==> src/rtl/shift_sequencer_pkg.sv <==
// Shared constants and state encoding for the multi-cycle shift sequencer.
package shift_sequencer_pkg;

  localparam logic        OP_SLL       = 1'b0;
  localparam logic        OP_SRA       = 1'b1;
  localparam int unsigned SHIFT_STAGES = 5;

  typedef enum logic [1:0] {
    StIdle  = 2'd0,
    StShift = 2'd1,
    StDone  = 2'd2
  } state_e;

endpackage

==> src/rtl/shift_sequencer_shift_stage.sv <==
// One log-shifter stage: shift by 2^k left (zero fill) or arithmetic right when en is set.
module shift_stage
  import shift_sequencer_pkg::*;
(
  input  logic [31:0] x,
  input  logic        op,
  input  logic [2:0]  k,
  input  logic        en,
  output logic [31:0] y
);

  logic [31:0] shifted;
  logic        fill;

  always_comb begin
    fill = (op == OP_SRA) ? x[31] : 1'b0;
    shifted = x;
    if (op == OP_SRA) begin
      case (k)
        3'd0:    shifted = {{1{fill}},  x[31:1]};
        3'd1:    shifted = {{2{fill}},  x[31:2]};
        3'd2:    shifted = {{4{fill}},  x[31:4]};
        3'd3:    shifted = {{8{fill}},  x[31:8]};
        3'd4:    shifted = {{16{fill}}, x[31:16]};
        default: shifted = x;
      endcase
    end else begin
      case (k)
        3'd0:    shifted = {x[30:0], 1'b0};
        3'd1:    shifted = {x[29:0], 2'b0};
        3'd2:    shifted = {x[27:0], 4'b0};
        3'd3:    shifted = {x[23:0], 8'b0};
        3'd4:    shifted = {x[15:0], 16'b0};
        default: shifted = x;
      endcase
    end
    y = en ? shifted : x;
  end

endmodule

==> src/rtl/shift_sequencer.sv <==
// Multi-cycle SLL/SRA unit: accepts a request in idle, runs stages 16/8/4/2/1, pulses result_valid.
module shift_sequencer
  import shift_sequencer_pkg::*;
#(
  parameter int unsigned WIDTH  = 32,
  parameter int unsigned STAGES = SHIFT_STAGES
) (
  input  logic             clock,
  input  logic             reset,
  input  logic             start,
  input  logic             ctrl_op,
  input  logic [4:0]       ctrl_shamt,
  input  logic [WIDTH-1:0] data_in,
  output logic             ready,
  output logic             busy,
  output logic             result_valid,
  output logic [WIDTH-1:0] result
);

  localparam logic [2:0] KTop = 3'(STAGES - 1);

  state_e           state;
  logic [2:0]       k;
  logic             op_q;
  logic [4:0]       shamt_q;
  logic [WIDTH-1:0] acc;
  logic [31:0]      stage_y;

  shift_stage u_stage (
    .x  (acc),
    .op (op_q),
    .k  (k),
    .en (shamt_q[k]),
    .y  (stage_y)
  );

  always_ff @(posedge clock or posedge reset) begin
    if (reset) begin
      state        <= StIdle;
      k            <= KTop;
      op_q         <= 1'b0;
      shamt_q      <= 5'd0;
      acc          <= '0;
      result       <= '0;
      result_valid <= 1'b0;
      ready        <= 1'b1;
      busy         <= 1'b0;
    end else begin
      unique case (state)
        StIdle: begin
          result_valid <= 1'b0;
          if (start) begin
            acc     <= data_in;
            op_q    <= ctrl_op;
            shamt_q <= ctrl_shamt;
            k       <= KTop;
            ready   <= 1'b0;
            busy    <= 1'b1;
            state   <= StShift;
          end
        end
        StShift: begin
          acc <= stage_y;
          // Always run all five stages so latency is independent of shamt.
          if (k == 3'd0) begin
            result       <= stage_y;
            result_valid <= 1'b1;
            state        <= StDone;
          end else begin
            k <= k - 3'd1;
          end
        end
        StDone: begin
          result_valid <= 1'b0;
          ready        <= 1'b1;
          busy         <= 1'b0;
          state        <= StIdle;
        end
        default: state <= StIdle;
      endcase
    end
  end

endmodule

==> config.mk <==
export PLATFORM = sky130hd
export DESIGN_NAME = shift_sequencer
export DESIGN_NICKNAME = d
export VERILOG_FILES = /design/src/rtl/shift_sequencer_pkg.sv /design/src/rtl/shift_sequencer_shift_stage.sv /design/src/rtl/shift_sequencer.sv
export SDC_FILE = /design/constraint.sdc
export NUM_CORES = 1
export LEC_CHECK = 0
export ABC_AREA = 1
export BUFFER_PORTS_ARGS = -buffer_cell sky130_fd_sc_hd__buf_4
export CAP_MARGIN = 20
export CORE_UTILIZATION = 41
export CTS_BUF_LIST = sky130_fd_sc_hd__clkbuf_4 sky130_fd_sc_hd__clkbuf_8
export CTS_CLUSTER_DIAMETER = 60
export DETAILED_ROUTE_END_ITERATION = 8
export MAX_ROUTING_LAYER = met4
export PLACE_DENSITY = 0.6
export SYNTH_ARGS = -nofsm -noshare
export SYNTH_HDL_FRONTEND = slang
export SYNTH_HIERARCHICAL = 1
export SYNTH_SLANG_ARGS = --single-unit
==> constraint.sdc <==
create_clock -name clock -period 2.6 [get_ports clock]
set_input_delay 0.13 -clock clock [delete_from_list [all_inputs] [get_ports clock]]
set_output_delay 0.13 -clock clock [all_outputs]
set_load 0.01 [all_outputs]
# Yosys cells after proc, flatten, opt, wreduce, memory -nomap -nowiden
# Cells that the tools add are included.
# Widths: inputs -> output; s select.
[classes]
n_addsub = 1
n_lt_le_gt_ge = 1
n_eq_ne = 9
n_mux = 20
n_reduce_logical = 13
[op_table]
columns = ["op", "n"]
rows = [
  ["$pmux 32 s5", 1],
  ["$pmux 31 s5", 1],
  ["$mux 32", 3],
  ["$pmux 32 s2", 1],
  ["$reduce_and 2->1", 6],
  ["$eq 3x2->1 const B", 2],
  ["$mux 3", 2],
  ["$ne 2x2->1 const B", 3],
  ["$pmux 1 s2", 3],
  ["$pmux 3 s2", 1],
  ["$reduce_bool 2->1", 3],
  ["$lt 3x4->1 const B", 1],
  ["$mux 1", 4],
  ["$mux 2", 2],
  ["$pmux 2 s2", 1],
  ["$bmux 1 s3", 1],
  ["$eq 3x1->1 const B", 1],
  ["$eq 3x3->1 const B", 1],
  ["$logic_not 3->1", 1],
  ["$reduce_and 3->1", 1],
  ["$sub 3x1->3 const B", 1],
  ["$eq 2x1->1 const B", 1],
  ["$eq 2x2->1 const B", 1],
  ["$logic_not 2->1", 1],
  ["$reduce_or 2->1", 1],
]
[totals]
ff_bits = 78
input_bits = 41
wordCells = 53

# Logic depth before layout (Yosys ltp)
# Gate-level depths: netlist of the first run.
[depth]
word_depth = 5
depth_mapped = 17
ltp_nobuf = 17

# Cells and area by module
# The synthesis of the first run kept the hierarchy.
[modules_own_cells]
columns = ["mod", "n_inst", "cells_per_inst", "area_each_um2", "seq_area_each_um2"]
rows = [
  ["shift_sequencer", 1, 423, 3512.1, 1954.4],
  ["shift_stage", 1, 569, 2527.4, 0.0],
]

# Worst setup path after synthesis of the first run
# OpenSTA, ideal clock, no wires.
[synth_timing]
path_type = "register -> register"
from = "reg k[0]"
to = "reg acc[8]"
t_arrival_ns = 1.730
path_slack_ns = 0.753
stages_incl_launch_ff = 17
cell_sequence = "dfrtp_1 inv_1 nand2_1 nand3_1 nand2_1 nand2_1 nand2_1 inv_1 nor2_2 buf_4 nand2_2 nor3_1 nor2_1 inv_1 o21ai_0 nand2_1 nand2_1"
[synth_between]
elab_chain_cells = 5
word_cells_on_any_way = 12
classes_between = "4 x eq/ne; 7 x mux; 1 x reduce/logical"
[synth_lines]
columns = ["item", "line_no", "rtl"]
rows = [
  ["start, declared", "shift_sequencer.sv:23", "logic [2:0] k;"],
  ["start signal, assigned", "shift_sequencer.sv:40", "k <= KTop;"],
  ["start signal, assigned", "shift_sequencer.sv:56", "k <= KTop;"],
  ["start signal, assigned", "shift_sequencer.sv:70", "k <= k - 3'd1;"],
  ["$eq 3x3->1, or another cell as far along", "shift_sequencer_shift_stage.sv:19, shift_sequencer_shift_stage.sv:28", ""],
  ["$pmux 32 s5 or $pmux 31 s5 (tied branches)", "shift_sequencer_shift_stage.sv:28, shift_sequencer_shift_stage.sv:19", ""],
  ["$mux 32", "shift_sequencer_shift_stage.sv:18", "if (op == OP_SRA) begin"],
  ["$mux 32 *", "shift_sequencer_shift_stage.sv:37", "y = en ? shifted : x;"],
  ["via stage_y[8]", "shift_sequencer.sv:27", "logic [31:0] stage_y;"],
  ["$pmux 32 s2 *", "shift_sequencer.sv:49", "unique case (state)"],
  ["end signal, assigned", "shift_sequencer.sv:53", "acc <= data_in;"],
  ["end signal, assigned", "shift_sequencer.sv:63", "acc <= stage_y;"],
  ["end, declared", "shift_sequencer.sv:26", "logic [WIDTH-1:0] acc;"],
]
# The timed path passes the listed nets; every way through them passes the cells marked *. The select of a mux whose other input is x is not followed.
# A chain may end at the register's enable or synchronous reset.

# Final worst setup path of the first run
[layout_timing]
from = "reg k[1]"
to = "reg acc[13]"
# The elaborated chain is that of the path after synthesis.

==> metrics.csv, run 1 <==
stage;metric;value;unit
run_status;run_status;finished with violations;
run_status;failing_checks;DRC;
timing;relSlewSlack;0.6151;
timing;post-route-period-util;0.8782;
grt;gr-usage-all-layers;0.2929;
synth;synthTopCellsByCount;nand2_1, nor2_1, inv_1, dfrtp_1, nand3_1;
synth;synth_fp_nets;1035;
place;dpl.hpwl;14770;um
synth;synth_enable_flop_cells;0;
timing;setup_skew_after_layout;0.01096;ns
worst_setup_path;slowest_delay;0.51;ns
synth;post-synth-top-area-fraction;0.3149;
clock_network;cts_root_buf;clkbuf_8;
worst_setup_path;critical_path.cell_chain;inv_1 > nand3_1 > nand2_1 > nand2_1 > nand2_1 > inv_1 > nor2_2 > nand2_1 > inv_1 > nand3_1 > nand2_1 > nor2_1 > inv_1 > o21ai_0 > nand2_1 > nand2_1;
worst_hold_path;type_of_the_worst_min_delay_path;in -> reg;
drt;vias;6473;
worst_setup_path;cp_slowest_cell;dfrtp_1;
worst_setup_path;worst-endpoint-arrival;2.56;ns
grt;wire_length_of_the_first_global_routing_pass;32610;um
finish;post-route-util;0.4901;
clock_network;clkLatencyLatePin;0.39;ns
die;die_w;123.4;um
timing;timing.final.crit_period;2.283;ns
job;max_cap_violations;0;
clock_network;numCtsBuffers;9;
place;port_buf_inserts;75;
synth;ys_warn_count;6;
pwr;vdd_ir_drop_max;0.7706;mV
synth;ys_top_cells_by_area;dfrtp_1, nand2_1, nor2_1;
place;routability_driven_placement_congestion_ratio;1.042;
clock_network;tritoncts;done;
worst_setup_path;worstPathMaxFanout;7;
finish;instances_no_fill;1242;
drt;detailedRoute.firstIterationViolations;723;
finish;design_area;0.006935;mm^2
worst_setup_path;cp.required;2.88;ns
place;place.detailed.instances;1219;
synth;synth.most_common_cell;nand2_1;
timing;totalNegativeSetupSlack;0;ns
timing;unrepaired_setup_endpoints_after_global_routing;no;
drt;first_pass_iters;8;
grt;grt_antenna_before_repair;0;
pwr;power.leakage;3.894;nW
drt;wire_per_inst;16.19;um
timing;timing.final.setup_violations;0;
die;initial_utilization;0.4268;
synth;postSynthRegisterBits;78;
drt;detail_route.vias_per_cell;5.212;
timing;hold_violation_total_from_the_final_report;0;
die;die_area;0.01522;mm^2
grt;globalRouteOverflowTotal;0;
pwr;finalPower;9.710;mW
grt;first_global_vias;6072;
worst_setup_path;worstSetupPathType;reg -> reg;
place;dpl-instance-area;0.006679;mm^2
finish;area_delta_synth_final;14.83;%
clock_network;postCtsSetupBuffers;0;
synth;post_synth_inst_count;992;
die;fp-row-count;43;
finish;antenna-diode-count;0;
synth;dominantRegCellSynth;dfrtp_1;
drt;post-route-drc-count;1;
pwr;cellPowerDensity;1400;mW/mm^2
timing;maxSlewViolCount;0;
die;die_h;123.4;um
synth;syn_area;0.006040;mm^2
synth;synthArstFlopShare;1.000;
clock_network;cts.sinks;78;
synth;yosys.cell_types.count;36;
worst_setup_path;timing.critical_path.mode_cell;nand2_1;
clock_network;clk_pin_slew;0.10;ns
drt;antenna_left;0;
grt;grt_max_degree;48;
clock_network;cts-root-to-sink-buffers;2;
synth;synth_largest_area_cell;dfrtp_1;
clock_network;clock_tree.htree_level_count;3;
finish;drive_above_1_share;0.1469;
timing;max_slew.worst_pin.slew;0.5766;ns
drt;totalWireLength;20110;um
worst_setup_path;critPathCaptureType;register;
finish;num-nets-final;1100;
die;io-pin-count;76;
die;core_area;0.01415;mm^2
synth;syn_area_per_cell;6.088;um^2
worst_setup_path;critPathLaunchType;register;
timing;maxClockFrequency;438.0;MHz
synth;synth.yosys.seq_area_share;0.3236;
stage by stage:
step           hold WS (ns)  worst slack, ns
2_1_floorplan        0.2396           0.4783
3_3_place_gp         0.2126           0.3950
3_5_place_dp         0.2181           0.3255
4_1_cts             0.01953           0.2886
5_1_grt             0.05475          0.04044
6_report            0.03819           0.3167
worst paths after layout:
kind,from,endpoint,slack [ns],depth (start not counted)
max,k[1],acc[13],0.32,16
min,data_in[22],acc[22],0.04,5
max reg2reg,k[1],acc[13],0.32,16
min reg2reg,result[7],result[7],0.49,2
max in group asynchronous,reset,k[2],1.56,4
min in group asynchronous,reset,result[5],0.34,3
report_power, final:
part,internal [mW],total [mW],switching (mW)
sequential,1.79,2.49,0.709
combinational,2.12,6.32,4.20
clock,0.368,0.900,0.532
total,4.27,9.71,5.44
worst max-delay path, delay by kind of cell, from the launching register on:
| kind | cells | cell delay (ns) |
|---|---|---|
| compound gates | 1 | 0.08 |
| buf+inv | 4 | 0.53 |
| simple gates | 11 | 1.07 |
| flops | 1 | 0.51 |
cells by family (layout without fill, tap and decap cells):
family          after synthesis  count (layout)  share of synthesized area
compound gates              122             122                     0.1146
xor+xnor                      1               1                   0.001450
fa+ha+maj                     2               2                   0.004143
buf+inv                     167             237                     0.1318
flops                        78              78                     0.3236
simple gates                622             622                     0.4245
cells in the final DEF, fill, tap and decap left out, types with 7 or more instances in the layout:
master | synthesis | layout
nand2_1 | 399 | 398
nor2_1 | 108 | 108
inv_1 | 106 | 105
buf_4 | 9 | 98
dfrtp_1 | 76 | 75
nand3_1 | 59 | 59
o21ai_0 | 46 | 46
o21ai_1 | 41 | 41
nand4_1 | 33 | 33
o21ai_2 | 15 | 15
a21oi_1 | 13 | 13
clkbuf_8 | 0 | 9
nor3_1 | 9 | 9
inv_2 | 7 | 7
dlygate4sd3_1 | 0 | 7
area by class of cell:
class / count / area, um^2
fill: 1556 / 7214
sequential: 78 / 1956
inverter: 114 / 431.7
tap: 180 / 225.2
clock inverter: 7 / 61.31
timing repair buffer: 107 / 845.8
multi-input combinational: 747 / 3292
clock buffer: 9 / 123.9
timing repair:
action	in CTS	in global routing
gates resized for setup	0	1
setup endpoints to repair	0	3
hold buffers	7	0
hold endpoints to repair	37	0
flip-flops by register name (all words and copies together), names as in the netlist:
name / count
acc: 32
result: 32
shamt_q: 5
k: 3
state: 2
busy: 1
op_q: 1
ready: 1
result_valid: 1
metal layers:
| layer | part of all wire | routed length [um] | GRT usage |
|---|---|---|---|
| met1 | 0.47 | 9501 | 0.4089 |
| met2 | 0.44 | 8837 | 0.4309 |
| met3 | 0.070 | 1411 | 0.05166 |
| met4 | 0.018 | 354 | 0.08660 |
| met5 | 0 | 0 | - |
Power figures use the tool's default switching activity.
==> inputs of run 2 (changes only) <==
--- a/config.mk
+++ b/config.mk
@@ -8,12 +8,11 @@
 export ABC_AREA = 1
 export BUFFER_PORTS_ARGS = -buffer_cell sky130_fd_sc_hd__buf_4
 export CAP_MARGIN = 20
-export CORE_UTILIZATION = 41
+export CORE_UTILIZATION = 28
 export CTS_BUF_LIST = sky130_fd_sc_hd__clkbuf_4 sky130_fd_sc_hd__clkbuf_8
 export CTS_CLUSTER_DIAMETER = 60
 export DETAILED_ROUTE_END_ITERATION = 8
-export MAX_ROUTING_LAYER = met4
-export PLACE_DENSITY = 0.6
+export PLACE_DENSITY = 0.44
 export SYNTH_ARGS = -nofsm -noshare
 export SYNTH_HDL_FRONTEND = slang
 export SYNTH_HIERARCHICAL = 1
==> run 2 against run 1 <==
The flow now finishes without violations. Combinational power is 0.9% higher. Critical path depth is 3 lower. Cell area is 2.3% higher. Non-clock buffer count is 2 lower. Critical endpoint is now acc[21]. Fmax is 6.4% lower. Largest power group unchanged.
==> metrics.csv, run 2 (synthesized netlist as in run 1, its figures left out) <==
stage;metric;value;unit
pwr;net-switching-power;5.540;mW
finish;largest_registers;acc (32), result (32), shamt_q (5);
clock_network;postCtsSetupBuffers;0;
place;port_buf_inserts;75;
timing;post-route-period-util;0.9383;
timing;relSlewSlack;0.5580;
timing;setup_skew_after_layout;0.01915;ns
finish;fillCellCount;2417;
timing;max_slew.worst_pin.slew;0.6630;ns
place;dpl.hpwl;16320;um
timing;totalNegativeSetupSlack;0;ns
die;io-pin-count;76;
worst_setup_path;slowest_delay;0.48;ns
pwr;vdd_ir_drop_max;0.4283;mV
worst_setup_path;regToRegSetupSlack;0.16;ns
drt;vias;6529;
die;core_area;0.02109;mm^2
timing;timing.final.crit_period;2.440;ns
job;max_cap_violations;0;
pwr;cellPowerDensity;1409;mW/mm^2
finish;antenna-diode-count;0;
worst_setup_path;worstSetupPathType;reg -> reg;
worst_hold_path;type_of_the_worst_min_delay_path;in -> reg;
pwr;power.leakage;3.905;nW
grt;gr-usage-all-layers;0.2082;
timing;timing.final.setup_violations;0;
pwr;pwr-share-comb;0.639;
worst_setup_path;worst-endpoint-arrival;2.71;ns
drt;wire_per_inst;16.62;um
clock_network;clock_tree.htree_level_count;3;
clock_network;clk_pin_slew;0.09;ns
timing;maxSlewViolCount;0;
timing;hold_violation_total_from_the_final_report;0;
worst_setup_path;timing.critical_path.mode_cell;nand2_1;
finish;num-nets-final;1098;
worst_setup_path;r2r_start;k[0];
finish;layout.cells.most_common;nand2_1;
drt;first_pass_iters;6;
timing;fin_worst_hold_slack;0.04819;ns
grt;first_global_vias;6284;
worst_setup_path;worstRegToRegCells;13;
timing;postLayoutSetupSlackWorst;0.1605;ns
drt;detail_route.vias_per_cell;4.891;
worst_setup_path;critical_path.cell_chain;buf_4 > inv_2 > nand3_2 > buf_4 > nor2_1 > nor2_1 > nand3_1 > nand3_1 > nand2_1 > inv_1 > o21ai_0 > nand2_1 > nand2_1;
clock_network;numCtsBuffers;9;
die;fp-row-count;53;
drt;totalWireLength;22190;um
worst_hold_path;timing.hold.worst_endpoint;acc[20];
die;die_area;0.02216;mm^2
pwr;internal_power;4.455;mW
grt;grt_antenna_before_repair;0;
die;initial_utilization;0.2864;
run_status;run_status;finished, final reports clean;
finish;area.sequential;0.001954;mm^2
finish;multi_input_area;0.003292;mm^2
worst_setup_path;timing.rr.end;acc[21];
worst_hold_path;holdCritStartpoint;data_in[20];
worst_hold_path;min_path_cells;5;
finish;most_frequent_cells_in_the_layout;nand2_1, nor2_1, inv_1, buf_4, dfrtp_1;
drt;antenna_left;0;
clock_network;post_cts.resized_instances;0;
finish;drive_above_1_share;0.1443;
grt;globalRouteOverflowTotal;0;
pwr;clkPwrFrac;0.108;
grt;grt_max_degree;40;
clock_network;cts_root_buf;clkbuf_8;
grt;wire_length_of_the_first_global_routing_pass;35380;um
worst_setup_path;critPathCaptureType;register;
timing;maxClockFrequency;409.9;MHz
clock_network;clkLatencyLatePin;0.38;ns
finish;area_delta_synth_final;17.49;%
drt;detailedRoute.firstIterationViolations;538;
place;routability_driven_placement_congestion_ratio;0.9627;
die;die_w;148.9;um
worst_setup_path;cp_slowest_cell;dfrtp_1;
clock_network;cts-root-to-sink-buffers;2;
clock_network;tritoncts;done;
timing;unrepaired_setup_endpoints_after_global_routing;yes;
pwr;switching_share;0.5543;
worst_setup_path;cp.required;2.88;ns
place;post-place-ws;0.2573;ns
pwr;power_frac_seq;0.253;
drt;post-route-drc-count;0;
clock_network;cts.sinks;78;
worst_setup_path;worstPathMaxFanout;25;
die;die_h;148.9;um
worst_setup_path;critPathLaunchType;register;
[run 2: changes by cell type in the layout (fill, tap and decap cells not counted), moves of 2 or more]
cell,change
buf_4,-3
bufinv_16,+2
inv_6,-2
inv_8,-2
[run 2: power by group through the flow]
stage / combinational, mW / sequential (mW) / clock (mW)
after global routing: 7.25 / 2.60 / 1.17
after detailed placement: 6.40 / 2.54 / 0
final: 6.38 / 2.53 / 1.08
after floorplan: 4.59 / 2.34 / 0
after CTS: 6.43 / 2.52 / 1.13
after global placement: 6.42 / 2.56 / 0
[run 2: through the flow]
stage / instance area (um^2) / util / total power [mW] / instances
after detailed placement: 6795 / 0.3222 / 8.936 / 1312
after CTS: 7096 / 0.3365 / 10.07 / 1335
after global routing: 7096 / 0.3365 / 11.02 / 1335
after floorplan: 6040 / - / 6.933 / 992
final: 7096 / 0.3365 / 9.994 / 1335
after global placement: 6795 / 0.3222 / 8.985 / 1312
[run 2: worst max-delay path: cells and delay by family (launching register included)]
kind	cells	cell delay, ns
buffers and inverters	4	0.90
AND/OR/NAND/NOR	8	0.88
flip-flops	1	0.48
AO/OA/AOI/OAI	1	0.09
[run 2: layout make-up]
type	count	area share
multi-input combinational	747	0.4639
sequential	78	0.2754
timing repair buffer	105	0.1189
inverter	114	0.06084
tap	275	0.04849
clock buffer	10	0.01940
clock inverter	6	0.01305
[run 2: worst max-delay path by stage]
| stage | endpoint | depth (start not counted) | slack (ns) | from |
|---|---|---|---|---|
| after floorplan | acc[0] | 1 | 0.48 | reset |
| after global placement | acc[21] | 13 | 0.27 | k[0] |
| after detailed placement | acc[21] | 13 | 0.26 | k[0] |
| after CTS | acc[21] | 13 | 0.25 | k[0] |
| after global routing | acc[21] | 13 | -0.006 | k[0] |
| final | acc[21] | 13 | 0.16 | k[0] |
[run 2: per-layer routing]
| layer | GRT usage | routed length [um] | vias to the layer above |
|---|---|---|---|
| met2 | 0.3259 | 10170 | 218 |
| li1 | - | - | 3232 |
| met1 | 0.2862 | 10220 | 3044 |
| met5 | 0 | 0 | - |
| met4 | 0.07551 | 489 | 0 |
| met3 | 0.03578 | 1311 | 35 |
[run 2: repair_timing]
item                                   4_1_cts  5_1_grt
endpoints found under the hold margin       37        0
hold buffers                                 7        0
setup endpoints to repair                    0        1
